==> src/rtl/fc_layer_tiled.sv <==
// Tiled fully-connected layer: NUM_PE MAC lanes sweep OUT_SIZE neurons in batches, one input element per cycle.
// Optional FC_SAT_FLAG_EN adds a sticky sat_flag output reporting any clamped output of the last run.
module fc_layer_tiled #(
  parameter int IN_SIZE  = 16,
  parameter int OUT_SIZE = 10,
  parameter int W        = 8,
  parameter int NUM_PE   = 5,
  parameter int SHIFT    = 0
) (
  input  logic                         clk,
  input  logic                         reset,
  input  logic                         start,
  input  logic                         relu_en,
  input  logic [W*IN_SIZE-1:0]          in_vector_flat,
  input  logic [W*OUT_SIZE*IN_SIZE-1:0] weights_flat,
  input  logic [W*OUT_SIZE-1:0]         biases_flat,
  output logic [W*OUT_SIZE-1:0]         out_vector_flat,
  output logic                         busy,
  output logic                         done,
  output logic [1:0]                   fsm_state
`ifdef FC_SAT_FLAG_EN
  ,
  output logic                         sat_flag
`endif
);

  localparam int ACC_WIDTH = 2*W + $clog2(IN_SIZE) + SHIFT + 1;
  localparam int NBATCH    = (OUT_SIZE + NUM_PE - 1) / NUM_PE;
  localparam int K_W       = (IN_SIZE > 1) ? $clog2(IN_SIZE) : 1;
  localparam int B_W       = (NBATCH > 1) ? $clog2(NBATCH) : 1;
  localparam logic signed [ACC_WIDTH-1:0] Y_MAX = ACC_WIDTH'((2**(W-1)) - 1);
  localparam logic signed [ACC_WIDTH-1:0] Y_MIN = ACC_WIDTH'(-(2**(W-1)));

  typedef enum logic [1:0] {S_IDLE, S_MAC, S_WB, S_DONE} state_t;

  state_t state, state_next;

  logic [W*IN_SIZE-1:0]          x_reg;
  logic                          relu_reg;
  logic [K_W-1:0]                k;
  logic [B_W-1:0]                b;
  logic signed [ACC_WIDTH-1:0]   acc       [NUM_PE];
  logic signed [W-1:0]           x_cur;
  logic signed [W-1:0]           w_lane    [NUM_PE];
  logic signed [2*W-1:0]         prod_lane [NUM_PE];
  logic signed [ACC_WIDTH-1:0]   bias_load [NUM_PE];
  logic signed [ACC_WIDTH-1:0]   y_full    [NUM_PE];
  logic signed [W-1:0]           y_lane    [NUM_PE];
  logic                          accept;
  logic                          last_k;
  logic                          last_b;
  int                            nb;
`ifdef FC_SAT_FLAG_EN
  logic [NUM_PE-1:0]             clamp_lane;
`endif

  assign accept = start && (state == S_IDLE || state == S_DONE);
  assign last_k = (k == K_W'(IN_SIZE - 1));
  assign last_b = (b == B_W'(NBATCH - 1));

  // State register
  always_ff @(posedge clk) begin
    if (reset) state <= S_IDLE;
    else       state <= state_next;
  end

  // Next-state logic
  always_comb begin
    state_next = state;
    case (state)
      S_IDLE, S_DONE: if (start) state_next = S_MAC;
      S_MAC:          if (last_k) state_next = S_WB;
      S_WB:           state_next = last_b ? S_DONE : S_MAC;
      default:        state_next = S_IDLE;
    endcase
  end

  // Output decode
  always_comb begin
    busy      = (state == S_MAC) || (state == S_WB);
    done      = (state == S_DONE);
    fsm_state = state;
  end

  // Per-lane datapath; lanes past OUT_SIZE in the last batch see zero operands and are never written back.
  always_comb begin
    x_cur = x_reg[k*W +: W];
    nb    = (state == S_WB) ? int'(b) + 1 : 0;
`ifdef FC_SAT_FLAG_EN
    clamp_lane = '0;
`endif
    for (int j = 0; j < NUM_PE; j++) begin
      w_lane[j]    = '0;
      bias_load[j] = '0;
      if (int'(b)*NUM_PE + j < OUT_SIZE)
        w_lane[j] = weights_flat[((int'(b)*NUM_PE + j)*IN_SIZE + int'(k))*W +: W];
      if (nb*NUM_PE + j < OUT_SIZE)
        bias_load[j] = ACC_WIDTH'($signed(biases_flat[(nb*NUM_PE + j)*W +: W])) <<< SHIFT;
      prod_lane[j] = (2*W)'(w_lane[j]) * (2*W)'(x_cur);
      y_full[j]    = acc[j] >>> SHIFT;
      if (relu_reg && y_full[j] < 0) y_full[j] = '0;
      y_lane[j] = y_full[j][W-1:0];
      if (y_full[j] > Y_MAX) begin
        y_lane[j] = Y_MAX[W-1:0];
`ifdef FC_SAT_FLAG_EN
        if (int'(b)*NUM_PE + j < OUT_SIZE) clamp_lane[j] = 1'b1;
`endif
      end else if (y_full[j] < Y_MIN) begin
        y_lane[j] = Y_MIN[W-1:0];
`ifdef FC_SAT_FLAG_EN
        if (int'(b)*NUM_PE + j < OUT_SIZE) clamp_lane[j] = 1'b1;
`endif
      end
    end
  end

  always_ff @(posedge clk) begin
    if (reset) begin
      x_reg           <= '0;
      relu_reg        <= 1'b0;
      k               <= '0;
      b               <= '0;
      out_vector_flat <= '0;
      for (int j = 0; j < NUM_PE; j++) acc[j] <= '0;
`ifdef FC_SAT_FLAG_EN
      sat_flag        <= 1'b0;
`endif
    end else if (accept) begin
      x_reg           <= in_vector_flat;
      relu_reg        <= relu_en;
      k               <= '0;
      b               <= '0;
      out_vector_flat <= '0;
      for (int j = 0; j < NUM_PE; j++) acc[j] <= bias_load[j];
`ifdef FC_SAT_FLAG_EN
      sat_flag        <= 1'b0;
`endif
    end else if (state == S_MAC) begin
      for (int j = 0; j < NUM_PE; j++) acc[j] <= acc[j] + ACC_WIDTH'(prod_lane[j]);
      k <= last_k ? '0 : k + K_W'(1);
    end else if (state == S_WB) begin
      for (int n = 0; n < OUT_SIZE; n++)
        if (b == B_W'(n / NUM_PE)) out_vector_flat[n*W +: W] <= y_lane[n % NUM_PE];
      // Reload the lanes with the next batch's biases in the same edge so MAC restarts without a gap.
      for (int j = 0; j < NUM_PE; j++) acc[j] <= bias_load[j];
      k <= '0;
      b <= last_b ? '0 : b + B_W'(1);
`ifdef FC_SAT_FLAG_EN
      sat_flag <= sat_flag | (|clamp_lane);
`endif
    end
  end

endmodule

==> config.mk <==
export PLATFORM = sky130hd
export DESIGN_NAME = fc_layer_tiled
export DESIGN_NICKNAME = d
export VERILOG_FILES = /design/src/rtl/fc_layer_tiled.sv
export SDC_FILE = /design/constraint.sdc
export NUM_CORES = 2
export LEC_CHECK = 0
export CORE_AREA = 2 2 614 616
export CTS_BUF_LIST = sky130_fd_sc_hd__clkbuf_4
export DETAILED_ROUTE_END_ITERATION = 8
export DIE_AREA = 0 0 616 618
export GPL_TIMING_DRIVEN = 0
export PLACE_DENSITY = 0.35
export SYNTH_ARGS = -nofsm -noshare
export SYNTH_HDL_FRONTEND = slang
export SYNTH_SLANG_ARGS = --single-unit
==> constraint.sdc <==
create_clock -name clk -period 9.9 [get_ports clk]
set_clock_uncertainty 0.05 [all_clocks]
set_input_delay 1.98 -clock clk [delete_from_list [all_inputs] [get_ports clk]]
set_output_delay 1.98 -clock clk [all_outputs]
set_load 0.01 [all_outputs]
==> results.yml <==
floorplanning:
  initial_utilization: 0.113
  die_h_um: 618
  placementRows: 225
  core_sq_um: 374000
  die_w_um: 616
  die_area_sq_um: 381000
  io_pins: 1576
route:
  first_iter_violations: 3274
  wirelength_mm: 377
  via_per_inst: 3.86
  vias: 41000
  drtAntennaViolNets: 0
  drc: 0
  wl_per_cell_um: 35.5
  dr.pass1.iters: 5
run_status:
  violations: "capacitance limit"
  status: "finished with violations"
grt:
  grt-ovfl-total: 0
  grt_pass1_wl_mm: 472
  grt.total_usage: 0.193
  first_global_vias: 43000
  antenna_found_initial: 202
  grt_start_max_net_pins: 18
timing:
  hold_viol: 0
  finalSetupViolCount: 0
  setup_tns_ns: 0
  fin_ws_ns: 0.285
  fin_crit_ns: 9.61
  slew_violations: 0
  finalCritPeriodShare: 0.971
  timing.slew.headroom: 0.00646
  whs_ns: 0.416
  fmax_ghz: 0.104
  max_slew.worst_pin.slew_ns: 1.49
worst_hold_path:
  min_path_type: "reg2reg"
setup_path:
  cp_slowest_cell: "clkbuf_1"
  required_ns: 10.62
  worst-path-buf-inv: 4
  crit_family: "adder cells"
  path_cells: "buf_2, clkbuf_1, mux4_2, mux2_2, o21ai_1, clkbuf_1, nand2b_1, fa_1, fa_1, inv_1, fa_1, fa_1, fa_1, ha_1, a21o_1, a2111oi_1, o21bai_1, a21oi_1, nor4b_1, or3_1"
  worstPathArrival_ns: 10.34
  critPathKind: "reg2reg"
  cp-end-kind: "flip-flop"
  cp_common_cell: "fa_1"
  start_kind: "flip-flop"
  cp_max_fo: 10
  slowest_delay_ns: 0.91
cells_and_area:
  postLayoutCellArea_sq_um: 66900
  multiInputGateArea_sq_um: 32200
  largest_register_ff_count: 128
  drive_above_1_share: 0.148
  fill_cells: 41300
  finalNetCount: 7595
  area_growth_pct: 58.0
  area.sequential_sq_um: 7480
pwr:
  p_leak_nw: 24.9
  seqPwrFrac: 0.137
  power.density_nw_per_um2: 221
  p_sw_mw: 7.72
  power_switching_share: 0.523
  ir_drop_mv: 0.113
  p_comb_frac: 0.769
  p_int_mw: 7.05
  pwr-share-clk: 0.094
job:
  maxCapViolations: 1
logic_synthesis:
  synth_seq_area_share: 0.177
  netlist_instances: 3682
  synthArstFlopShare: 0
  synthTopCellsByCount: "fa_1 (460), inv_1 (455), mux4_2 (438)"
  synth.area.top_cells: "mux4_2 (23%), fa_1 (22%), dfxtp_1 (10%), edfxtp_1 (7.4%), ha_1 (7.3%)"
  synth_nets: 5881
  synth_edf_count: 105
  synth_cell_types: 64
  synth.most_common_cell: "fa_1"
  synthFlopType: "dfxtp_1"
  synth_top_cell_by_area: "mux4_2"
  synth.avg_cell_area_sq_um: 11.5
  yosysWarnings: 0
  ys_ff_latch: 321
  mappedNetlistArea_sq_um: 42300
  synth.top_cell.area_share: 0.233
placed_design:
  placed_area_sq_um: 65300
  pre_cts_ws_ns: -0.881
  hpwlAfterDp_mm: 335
  gp_congestion: 0.914
  port_buffers: 1575
clocking:
  clockRootBuffer: "clkbuf_4"
  clkTransAtPathRegs_ns: 0.08
  numCtsBuffers: 94
  cts_tree: "built"
  postCtsSetupRepairBufs: 0
  clk-insertion-delay-late_ns: 1.08
  cts.sinks: 321
  ctsHtreeMaxLevel: 3
  clock_path_buffers: 3
-- area by class of cell --
class | count | share of cell area
Buffer | 247 | 0.0171
Inverter | 455 | 0.0255
Sequential cell | 321 | 0.112
Antenna cell | 145 | 0.00542
Multi-Input combinational cell | 2659 | 0.481
Clock buffer | 136 | 0.0153
Tap cell | 4994 | 0.0934
Clock inverter | 33 | 0.00260
Timing Repair Buffer | 1618 | 0.248
-- cells in the final DEF (no fill, tap or decap), types with 14 or more instances in the layout --
master,n
nand3_1,16
buf_12,15
dfxtp_1,216
o21a_1,14
clkbuf_4,136
mux2i_4,28
inv_1,455
mux2_2,21
nor2b_1,85
fa_1,460
a31oi_1,14
nor3_1,25
a21o_1,42
a21oi_1,109
nand3b_1,19
xnor2_1,64
nand2b_1,89
clkbuf_1,128
clkdlybuf4s50_1,1575
o21ai_0,104
mux4_2,438
a211oi_1,88
nand4_1,21
nor2_1,268
nand2_1,103
buf_2,49
xor2_1,27
ha_1,247
clkbuf_2,24
edfxtp_1,105
diode_2,145
buf_4,20
mux2i_1,36
a22o_1,146
clkinv_1,16
buf_1,21
-- kinds of logic (layout without fill, tap and decap cells) --
| family | count (synthesis) | after routing | synth area share |
|---|---|---|---|
| simple gates | 729 | 729 | 0.0863 |
| mux | 523 | 523 | 0.262 |
| buf+inv | 702 | 2489 | 0.0654 |
| flops | 321 | 321 | 0.177 |
| fa+ha+maj | 707 | 707 | 0.290 |
| compound gates | 609 | 609 | 0.100 |
| xor+xnor | 91 | 91 | 0.0188 |
| other cells | 0 | 145 | 0 |
-- worst reg2reg max path: cells and delay by family, from the launching register on --
kind / cells / cell delay [ns]
AO/OA/AOI/OAI: 5 / 2.40
adder cells (fa/ha/maj): 6 / 2.92
buffers and inverters: 4 / 2.11
flip-flops: 1 / 0.41
multiplexers: 2 / 0.80
AND/OR/NAND/NOR: 3 / 0.69
-- power by group through the flow --
stage                     Clock (mW)  Combinational [mW]  Sequential (mW)
after CTS                       1.44                11.5             2.03
after global placement             0                11.4             2.07
after global routing            1.50                12.7             2.07
final                           1.39                11.4             2.03
after floorplan                    0                7.29             1.92
after detailed placement           0                11.4             2.05
-- per-layer routing --
| layer | wire length (um) | share of wire | GRT usage |
|---|---|---|---|
| met5 | 423 | 0.0011 | 0 |
| met2 | 179000 | 0.47 | 0.326 |
| met4 | 13600 | 0.036 | 0.0519 |
| met1 | 159000 | 0.42 | 0.245 |
| met3 | 25300 | 0.067 | 0.0435 |
-- path summary, 6_finish.rpt --
| path | startpoint | endpoint | slack [ns] | cells past startpoint |
|---|---|---|---|---|
| worst max-delay path | k[1] | acc[0][14] | 0.29 | 20 |
| worst min-delay path | out_vector_flat[31] | out_vector_flat[31] | 0.42 | 2 |
| worst max register to register | k[1] | acc[0][14] | 0.29 | 20 |
| worst min register to register | out_vector_flat[31] | out_vector_flat[31] | 0.42 | 2 |
-- per-stage QoR --
stage	std cells	util	power, mW
global route	10500	0.178	16.2
finish	10600	0.179	14.8
detailed placement	10300	0.174	13.4
floorplan	3682	-	9.21
CTS	10500	0.178	15.0
global placement	10300	0.172	13.4
-- timing repair --
item,in CTS,in global routing
endpoints found under the setup margin,27,23
resized for setup,6,25
hold endpoints to repair,0,0
hold buffers,0,0
(Power assumes the default switching activity.)
